**src/rtl/rsp_fifo.sv**
```systemverilog
// rsp_fifo: first-word-fall-through response FIFO
// between the command engine and uart_tx.
package rsp_fifo_pkg;

  typedef struct packed {
    logic [7:0] cmd_type;
    logic [7:0] addr;
    logic [7:0] data;
  } cmd_packet_t;

endpackage

module rsp_fifo
  import rsp_fifo_pkg::*;
#(
  parameter int DEPTH = 16,
  parameter int CNT_W = $clog2(DEPTH + 1)
) (
  input  logic             clk,
  input  logic             rst,
  input  logic             wr_en,
  input  cmd_packet_t      wr_data,
  output logic             full,
  input  logic             data_read_en,
  output cmd_packet_t      cmd_rsp,
  output logic             data_ready,
  output logic [CNT_W-1:0] count,
  output logic             overflow,
  output logic             underflow,
  input  logic             clr_err
);

  localparam int PTR_W = $clog2(DEPTH);

  cmd_packet_t      mem [DEPTH];
  logic [PTR_W-1:0] wr_ptr;
  logic [PTR_W-1:0] rd_ptr;
  logic [CNT_W-1:0] cnt_q;
  logic [CNT_W-1:0] cnt_d;
  logic             push_ok;
  logic             pop_ok;
  logic             ovf_ev;
  logic             udf_ev;

  // Flags come straight from the registered count.
  assign full       = (cnt_q == CNT_W'(DEPTH));
  assign data_ready = (cnt_q != '0);
  assign count      = cnt_q;

  // A pop frees the slot a push needs when full.
  assign push_ok = wr_en & (~full | data_read_en);
  assign pop_ok  = data_read_en & data_ready;
  assign ovf_ev  = wr_en & full & ~data_read_en;
  assign udf_ev  = data_read_en & ~data_ready;

  // Head is visible with no read latency.
  assign cmd_rsp = mem[rd_ptr];

  // Storage write; contents survive reset.
  always_ff @(posedge clk) begin
    if (push_ok) begin
      mem[wr_ptr] <= wr_data;
    end
  end

  // Pointers wrap naturally at DEPTH.
  always_ff @(posedge clk or posedge rst) begin
    if (rst) begin
      wr_ptr <= '0;
      rd_ptr <= '0;
    end else begin
      if (push_ok) begin
        wr_ptr <= wr_ptr + PTR_W'(1);
      end
      if (pop_ok) begin
        rd_ptr <= rd_ptr + PTR_W'(1);
      end
    end
  end

  // Next occupancy from accepted push/pop.
  always_comb begin
    cnt_d = cnt_q;
    unique case (1'b1)
      push_ok & ~pop_ok: cnt_d = cnt_q + CNT_W'(1);
      pop_ok & ~push_ok: cnt_d = cnt_q - CNT_W'(1);
      default:           cnt_d = cnt_q;
    endcase
  end

  // Occupancy register.
  always_ff @(posedge clk or posedge rst) begin
    if (rst) begin
      cnt_q <= '0;
    end else begin
      cnt_q <= cnt_d;
    end
  end

  // Sticky errors; a fresh event beats clr_err.
  always_ff @(posedge clk or posedge rst) begin
    if (rst) begin
      overflow  <= 1'b0;
      underflow <= 1'b0;
    end else begin
      if (ovf_ev) begin
        overflow <= 1'b1;
      end else if (clr_err) begin
        overflow <= 1'b0;
      end
      if (udf_ev) begin
        underflow <= 1'b1;
      end else if (clr_err) begin
        underflow <= 1'b0;
      end
    end
  end

endmodule
```
**config.mk**
```make
export PLATFORM = sky130hd
export DESIGN_NAME = rsp_fifo
export DESIGN_NICKNAME = d
export VERILOG_FILES = /design/src/rtl/rsp_fifo.sv
export SDC_FILE = /design/constraint.sdc
export NUM_CORES = 1
export LEC_CHECK = 0
export BUFFER_PORTS_ARGS = -buffer_cell sky130_fd_sc_hd__buf_4
export CELL_PAD_IN_SITES_DETAIL_PLACEMENT = 1
export CELL_PAD_IN_SITES_GLOBAL_PLACEMENT = 1
export CORE_ASPECT_RATIO = 0.75
export CORE_MARGIN = 2
export CORE_UTILIZATION = 54
export DETAILED_ROUTE_END_ITERATION = 8
export PLACE_DENSITY = 0.87
export SETUP_SLACK_MARGIN = 0.1
export SYNTH_ARGS = -nofsm -noshare
export SYNTH_HDL_FRONTEND = slang
export SYNTH_SLANG_ARGS = --single-unit
```
**constraint.sdc**
```tcl
create_clock -name clk -period 3 [get_ports clk]
set_clock_uncertainty 0.1 [all_clocks]
set_input_delay 0.15 -clock clk [delete_from_list [all_inputs] [get_ports clk]]
set_output_delay 0.15 -clock clk [all_outputs]
set_load 0.01 [all_outputs]
```
* Word-level counts from Yosys, hierarchy flattened
Memories as Yosys holds them, arrays and structs flattened.
Cells that the tools add are included.
** Storage, ports and cells
- Register bits :: 15
- Latch bits :: 0
- Memory bits (writable) :: 384
- ROM bits :: 0
- Input port bits :: 29
- Logic and storage cells :: 34
- Memories kept :: 1
** Memory list
- mem :: words 16, width 24, rd ports 1, clocked after Yosys merged registers in 0, write ports 1, line 35 : cmd_packet_t mem [DEPTH];
** Cells by class
- $add $sub $neg :: 4
- $mul :: 0
- Div/mod/pow operators :: 0
- Order comparisons :: 0
- Equal/unequal tests :: 1
- Shifts and indexed selects :: 0
- Multiplexer cells :: 6
- Bitwise gates (word level) :: 13
- Reductions and logical operators :: 4
** Operators by type and width (count)
- $pmux W5 S2 :: 1
- $add A4 B1 Y4 const B :: 2
- $and A1 B1 Y1 :: 7
- $reduce_bool A2 Y1 :: 3
- $add A5 B1 Y5 const B :: 1
- $eq A5 B5 Y1 const B :: 1
- $mux W1 :: 5
- $not A1 Y1 :: 5
- $reduce_bool A5 Y1 :: 1
- $sub A5 B1 Y5 const B :: 1
- $or A1 B1 Y1 :: 1

* Logic depth before layout (Yosys ltp)
Gate-level depths: netlist of run 1.
- Depth in word-level cells :: 7
- Gate-level depth with buffers :: 12
- Gate-level depth less buffers :: 10

* Worst setup path after synthesis of run 1
OpenSTA, ideal clock, no wires.
- Path kind :: register to register
- Start :: reg cnt_q[1], in the netlist count[1]
- End :: reg cnt_q[4], in the netlist count[4]
- Library setup time :: 0.080 ns
- Arrival :: 2.517 ns
- Slack :: 0.303 ns
- Cell stages (with the launch flop) :: 13
- Path buffers :: 2
- Path through :: dfrtp_1 > buf_2 > nor4_4 > nand3_1 > nand2_1 > ha_1 > buf_2 > xor2_1 > ha_1 > nor2b_1 > o31a_1 > o2bb2ai_1 > xnor2_1
** On the way
- Word-level cells in the longest chain between the ends :: 7
** RTL lines
- start: declaration :: line 38 : logic [CNT_W-1:0] cnt_q;
- start signal: assignment :: line 96 : cnt_q <= cnt_d;
- $eq A5 B5 Y1 :: line 46 : assign full = (cnt_q == CNT_W'(DEPTH));
- $not A1 Y1 :: line 51 : assign push_ok = wr_en & (~full | data_read_en);
- $or A1 B1 Y1 :: line 51
- $and A1 B1 Y1 :: line 51
- $not A1 Y1 :: line 86 : pop_ok & ~push_ok: cnt_d = cnt_q - CNT_W'(1);
- $and A1 B1 Y1 :: line 86
- $pmux W5 S2 / $reduce_bool A2 Y1 (equally long branches)
Parallel ways exist; a longest one is shown, timed or not.
A chain may end at the register's enable or synchronous reset.

* Worst setup path in the final report of run 1
- Start :: reg cnt_q[0], in the netlist count[0]
- End :: reg cnt_q[4], in the netlist count[4]
Same word-level chain as after synthesis.

==> summary.txt, run 1 <==
Outcome
  • Status: finished clean

GRT
  • GR Util All Layers: about a quarter
  • Largest net degree at the start of global routing: 33
  • First-pass GRT wire length: approximately 55 mm
  • Met3 Track Usage GR: approximately 3.3%
  • GRT Max-Usage Layer: met2
  • Grt ovf: 0
  • M1 GR Usage: 33.43%
  • Initial antenna violation count: 1
  • Met2 Use GR: about 46%
  • Vias in the first global route: between 8000 and 9000

Routing
  • Initial drt markers: 670
  • Post-DRT Antenna Nets: 0
  • Avg WL per Cell: ~30 um
  • DRT Wirelength: around 37 mm
  • Vias per cell: ~6.2
  • Initial DRT Pass Iterations: 5
  • DR DRC count: 0
  • DR vias: 7754

Clocking
  • CTS tree: built
  • CTS buffer count: 38
  • Clk buf depth: 3
  • Clock latency on the worst-skew pair: ~0.52 ns
  • Reg clk slew, reported paths: about 0.060 ns
  • Root Buffer: clkbuf_16
  • H-tree depth: 2
  • Clk sink count: around 400

Power and ir drop
  • Int Pwr: between 10 and 15 mW
  • Clk pwr share: 27.7%
  • Maximum vdd drop: about 0.42 mV
  • Switch Pwr: 5.308 mW
  • Comb power frac: 31.7%
  • Switch share: ~30%
  • Seq pwr share: 40.5%
  • Pleak: 6.072 nW
  • Power per cell area: just under 1000 mW/mm^2

Timing
  • Setup violations, final: 0
  • Fin crit period: between 2 and 3 ns
  • Final hold slack: roughly 0.16 ns
  • Final Hold Violating Endpoints: 0
  • Slew Limit Headroom: between 50% and 60%
  • Max frequency: ~360 MHz
  • Worst Tran Pin Value: about 0.69 ns
  • Crit share post-route: a little over 90%
  • Setup TNS: 0 ns
  • Final Slew Violations: 0
  • RSZ-0062 raised after global routing: no
  • Slack of the critical path: about 0.24 ns

Floorplanning
  • Die Footprint: ~0.03 mm^2
  • Core area: about 0.028 mm^2
  • Cell Rows: 53
  • Starting density of the core: 55.07%
  • Die width: ~200 um
  • Boundary Pins: 62
  • Die H: 150.6 um

Setup path
  • Crit path capture type: flop
  • CP Launch Type: flop
  • CP Max Fanout: 10
  • Kind of critical path: reg -> reg
  • R2R setup slack: about 0.24 ns
  • Arrival time at the worst endpoint: between 3 and 4 ns
  • Required @ worst endpoint: 3.30 ns
  • Critical-path cell list: nor4_4 > nand3_2 > nand2_4 > ha_1 > buf_4 > ha_1 > o211ai_1 > o211ai_1 > o2bb2ai_2 > xnor2_1
  • Critical path's slowest cell: dfrtp_1
  • CP peak stage delay: roughly 0.46 ns

Logic synthesis
  • Netlist cell types: 41
  • Cells after Synth: 696
  • Top area cells in the synthesized netlist: edfxtp_1 74%, mux4_2 14%, dfrtp_1 2.4%, a22oi_1 1.5%, a22oi_2 1.5%
  • Yosys reg bits: between 300 and 400
  • Mapped cell area: roughly 0.015 mm^2
  • Synth warnings: 0
  • Syn_nets: roughly 730
  • Avg Cell Area, Syn: between 20 and 25 um^2
  • Commonest cells in the netlist: 384 x edfxtp_1, 96 x mux4_2, 30 x a22oi_1, 30 x nand2_1, 18 x a22oi_2
  • Number of synthesized flops with an enable pin: between 300 and 400
  • Asr flop ratio synth: 3.759%
  • Seq/Total Area, Yosys: about three quarters
  • Most common cell in the synthesized netlist: edfxtp_1
  • Synth top area share: between 70% and 80%
  • Ys flop type: edfxtp_1
  • Synth area leader: edfxtp_1

Layout
  • Layout cells sized above 1: between 30% and 40%
  • # fillers: around 2300
  • Nets@finish: between 800 and 900
  • Final instance area: 0.01833 mm^2
  • Syn-to-layout area delta: 18.35%
  • Cell Count, Final, Fillers Out: ~1200

Place
  • DP HPWL: roughly 21 mm
  • I/O Buffers: 61
  • DP Area: about 0.017 mm^2
  • Dpl cells: between 1000 and 1500
  • Routability congestion estimate: around 0.71
  • Post-Place Worst Slack: around 0.14 ns

Worst hold path
  • Hold crit path type: in -> async

Run
  • Max-Cap Viols: 0
==> timing repair <==
action,4_1_cts,5_1_grt
hold endpoints to repair,403,0
gates resized for setup,0,8
buffers inserted,8,1
hold buffers,29,0
endpoints found under the setup margin,24,3
pin swaps,0,1
==> layout make-up <==
class	instances	area, um^2	area share, %
tap	385	481.7	2.629
multi-input combinational	252	3377	18.43
timing repair buffer	133	1241	6.773
inverter	8	30.03	0.1639
clock inverter	20	225.2	1.229
clock buffer	48	1052	5.742
antenna	1	2.502	0.01366
sequential	399	11920	65.02
==> registers in the layout (all words and copies together), names as in the netlist <==
register / cells
count: 5
mem: 384
overflow: 1
rd_ptr: 4
underflow: 1
wr_ptr: 4
==> cells in the final DEF (no fill, tap or decap), types with 4 or more instances in the layout <==
master / instances
buf_12: 12
clkbuf_1: 7
a22oi_2: 18
a22oi_1: 30
buf_4: 91
xor2_1: 4
inv_1: 8
clkinv_1: 7
dfrtp_1: 12
clkinv_2: 5
bufinv_16: 5
and3_1: 4
nand2_1: 29
dlygate4sd3_1: 29
clkbuf_16: 41
xnor2_1: 7
mux4_2: 96
ha_1: 8
and2_1: 14
edfxtp_1: 384
==> power by group through the flow <==
| stage | clock (mW) | combinational, mW | sequential [mW] |
|---|---|---|---|
| 6_report | 4.90 | 5.60 | 7.15 |
| 5_1_grt | 5.16 | 5.95 | 7.20 |
| 4_1_cts | 4.97 | 5.64 | 7.14 |
| 3_5_place_dp | 0 | 5.17 | 7.40 |
| 3_3_place_gp | 0 | 4.91 | 7.30 |
| 2_1_floorplan | 0 | 3.53 | 7.00 |
==> worst paths after layout <==
path | startpoint | endpoint | cells past startpoint
max in group asynchronous | rst | rd_ptr[1] | 3
worst min-delay path | rst | rd_ptr[0] | 3
worst max register to register | count[0] | count[4] | 10
worst max-delay path | count[0] | count[4] | 10
worst min register to register | wr_ptr[2] | wr_ptr[2] | 1
min in group clk | clr_err | underflow | 3
==> per-layer routing <==
metal / wire length (um) / up-vias
met1: 14400 / 4149
met4: 1126 / 0
met5: 0 / -
met3: 2192 / 88
li1: - / 3188
met2: 19530 / 329
==> through the flow <==
step / util [%] / total power [mW]
after floorplan: - / 10.53
final: 65.17 / 17.66
after detailed placement: 59.03 / 12.56
after global routing: 65.17 / 18.31
after global placement: 59.03 / 12.20
after CTS: 65.02 / 17.75
==> cell families after synthesis <==
logic type	after synthesis	synth area share [%]
XOR/XNOR	11	0.6222
AND/OR/NAND/NOR	70	2.416
flip-flops	399	76.90
AO/OA/AOI/OAI	63	3.580
adder cells (fa/ha/maj)	9	0.7273
multiplexers	99	14.18
buffers and inverters	45	1.576
==> critical path: cells and delay by family (launching register included) <==
| family | cells | cell delay (ns) |
|---|---|---|
| compound gates | 3 | 0.47 |
| xor+xnor | 1 | 0.13 |
| fa+ha+maj | 2 | 0.50 |
| buf+inv | 1 | 0.18 |
| simple gates | 3 | 0.79 |
| flops | 1 | 0.46 |
Power figures use the tool's default switching activity.
==> run 2, diff against run 1 <==
--- a/config.mk
+++ b/config.mk
@@ -6,13 +6,11 @@
 export NUM_CORES = 1
 export LEC_CHECK = 0
 export BUFFER_PORTS_ARGS = -buffer_cell sky130_fd_sc_hd__buf_4
-export CELL_PAD_IN_SITES_DETAIL_PLACEMENT = 1
-export CELL_PAD_IN_SITES_GLOBAL_PLACEMENT = 1
 export CORE_ASPECT_RATIO = 0.75
 export CORE_MARGIN = 2
-export CORE_UTILIZATION = 54
+export CORE_UTILIZATION = 55
 export DETAILED_ROUTE_END_ITERATION = 8
-export PLACE_DENSITY = 0.87
+export PLACE_DENSITY = 0.81
 export SETUP_SLACK_MARGIN = 0.1
 export SYNTH_ARGS = -nofsm -noshare
 export SYNTH_HDL_FRONTEND = slang
==> run 2 against run 1 <==
Effect of this change:
- fmax shrank 1.9%
- critical path type is now reg -> out
- cell area decreased by 1.4%
- setup slack lost 0.053 ns
- die area shrank 1.8%
- highest routed layer unchanged
- critical path depth is 5 lower
- largest cell class unchanged
==> summary.txt, run 2 (synthesized netlist as in run 1, its figures left out) <==
Floorplanning
  • Die H: between 100 and 150 um
  • Boundary Pins: 62
  • Die width: about 200 um
  • Starting density of the core: ~56%
  • Core area: ~0.028 mm^2
  • Cell Rows: between 50 and 60
  • Die Footprint: just under 0.03 mm^2

Place
  • Routability congestion estimate: 0.7934
  • DP HPWL: 18.17 mm
  • I/O Buffers: just over 60

Setup path
  • CP Launch Type: flop
  • Kind of critical path: reg -> out
  • Reg2Reg Depth: 9
  • Arrival time at the worst endpoint: between 2 and 3 ns
  • Required @ worst endpoint: around 2.8 ns
  • CP Max Fanout: 40
  • Crit path capture type: primary output

Power and ir drop
  • Comb power frac: between 30 and 40%
  • Switch Pwr: 5.064 mW
  • Maximum vdd drop: roughly 0.58 mV
  • Switch share: 30.06%
  • Seq pwr share: about 42%
  • Pleak: ~6.0 nW
  • Int Pwr: 11.78 mW
  • Power per cell area: a little over 900 mW/mm^2
  • Clk pwr share: roughly a quarter

Clocking
  • Clk buf depth: 3
  • Clk sink count: between 300 and 400
  • CTS tree: built
  • H-tree depth: 2
  • Clock latency on the worst-skew pair: approximately 0.53 ns
  • Reg clk slew, reported paths: about 0.060 ns
  • Root Buffer: clkbuf_16
  • CTS buffer count: 37

Timing
  • Final hold slack: around 0.056 ns
  • Fin crit period: between 2 and 3 ns
  • Crit share post-route: a little over nine tenths
  • Final Hold Violating Endpoints: 0
  • Setup TNS: 0 ns
  • Slew Limit Headroom: between 40 and 50%
  • Max frequency: about 360 MHz
  • RSZ-0062 raised after global routing: no
  • Worst Tran Pin Value: 0.8618 ns
  • Setup violations, final: 0
  • Final Slew Violations: 0

Layout
  • Commonest non-fill, non-tap cells in the layout: 384 x edfxtp_1, 98 x buf_4, 96 x mux4_2
  • Commonest non-fill, non-tap cell in the layout: edfxtp_1
  • Inserted Diodes: 0
  • Max reg flops: around 380
  • Nets@finish: approximately 870
  • # fillers: 1762
  • Largest Register: mem
  • Syn-to-layout area delta: 16.75%
  • Layout cells sized above 1: 33.02%

Routing
  • DRT Wirelength: between 30 and 40 mm
  • Vias per cell: between 6 and 7
  • Post-DRT Antenna Nets: 0
  • DR vias: about 7500
  • Initial DRT Pass Iterations: 5
  • Initial drt markers: 699
  • Avg WL per Cell: ~26 um
  • DR DRC count: 0

Worst hold path
  • Hold crit path type: in -> reg
  • WHS Path Cells: 4

GRT
  • GR Util All Layers: between 20 and 25%
  • First-pass GRT wire length: 47.73 mm
  • Vias in the first global route: between 7000 and 8000
  • Largest net degree at the start of global routing: 41
  • Initial antenna violation count: 0
  • Grt ovf: 0

Run
  • Max-Cap Viols: 0

Outcome
  • Status: finished clean
[run 2: cell count changes in the layout (fill, tap and decap cells not counted), moves of 2 or more]
cell	before	now
clkbuf_1	7	9
bufinv_16	5	1
buf_4	91	98
clkbuf_16	41	37
buf_12	12	8
clkinv_8	0	3
[run 2: worst paths after layout]
check / start / end / slack (ns)
setup / recovery: rd_ptr[1] / cmd_rsp[14] / 0.19
hold / removal: data_read_en / rd_ptr[0] / 0.06
setup reg to reg: count[1] / count[4] / 0.33
hold reg to reg: wr_ptr[2] / wr_ptr[2] / 0.45
max in group asynchronous: rst / rd_ptr[0] / 2.17
min in group asynchronous: rst / rd_ptr[1] / 0.16
[run 2: worst max-delay path, stage by stage, from the launching register on]
cell	delay, ns
dfrtp_4	0.70
buf_12	0.30
mux4_2	0.34
a22oi_1	0.36
nand2_1	0.12
buf_4	0.16
[run 2: power by group through the flow]
stage | sequential (mW) | combinational (mW) | clock (mW)
after floorplan | 7.00 | 3.53 | 0
after global placement | 7.28 | 4.90 | 0
after detailed placement | 7.35 | 5.04 | 0
after CTS | 7.15 | 5.28 | 4.43
after global routing | 7.14 | 5.76 | 4.63
final | 7.10 | 5.39 | 4.35
[run 2: area by class of cell]
type	count	area (um^2)	share of cell area, %
well taps	357	446.7	2.471
repair buffers	136	1214	6.714
clock buffers	46	959.7	5.309
inverters	8	30.03	0.1661
clock inverters	19	155.1	0.8583
multi-input cells	252	3358	18.58
flip-flops and latches	399	11910	65.91
[run 2: repair_timing]
item / in CTS / in global routing
gates resized for setup: 0 / 5
setup endpoints to repair: 18 / 3
buffers inserted: 2 / 6
hold endpoints to repair: 403 / 0
hold buffers: 29 / 0
[run 2: stage by stage]
step	std cells	total power [mW]	instance area (um^2)	utilization, %	setup slack [ns]
6_report	1217	16.84	18080	64.91	0.1887
5_1_grt	1217	17.54	18080	64.91	0.1128
4_1_cts	1211	16.86	18000	64.64	0.1283
3_5_place_dp	1115	12.38	16550	59.42	0.2508
3_3_place_gp	1115	12.17	16550	59.42	0.4076
2_1_floorplan	696	10.53	15480	-	0.3029
[run 2: per-layer routing]
metal	vias up	part of all wire, %	track usage (%)
li1	3198	-	-
met1	3916	41	31.35
met2	347	50	36.34
met3	52	7.3	3.889
met4	0	1.7	5.338
met5	-	0	0
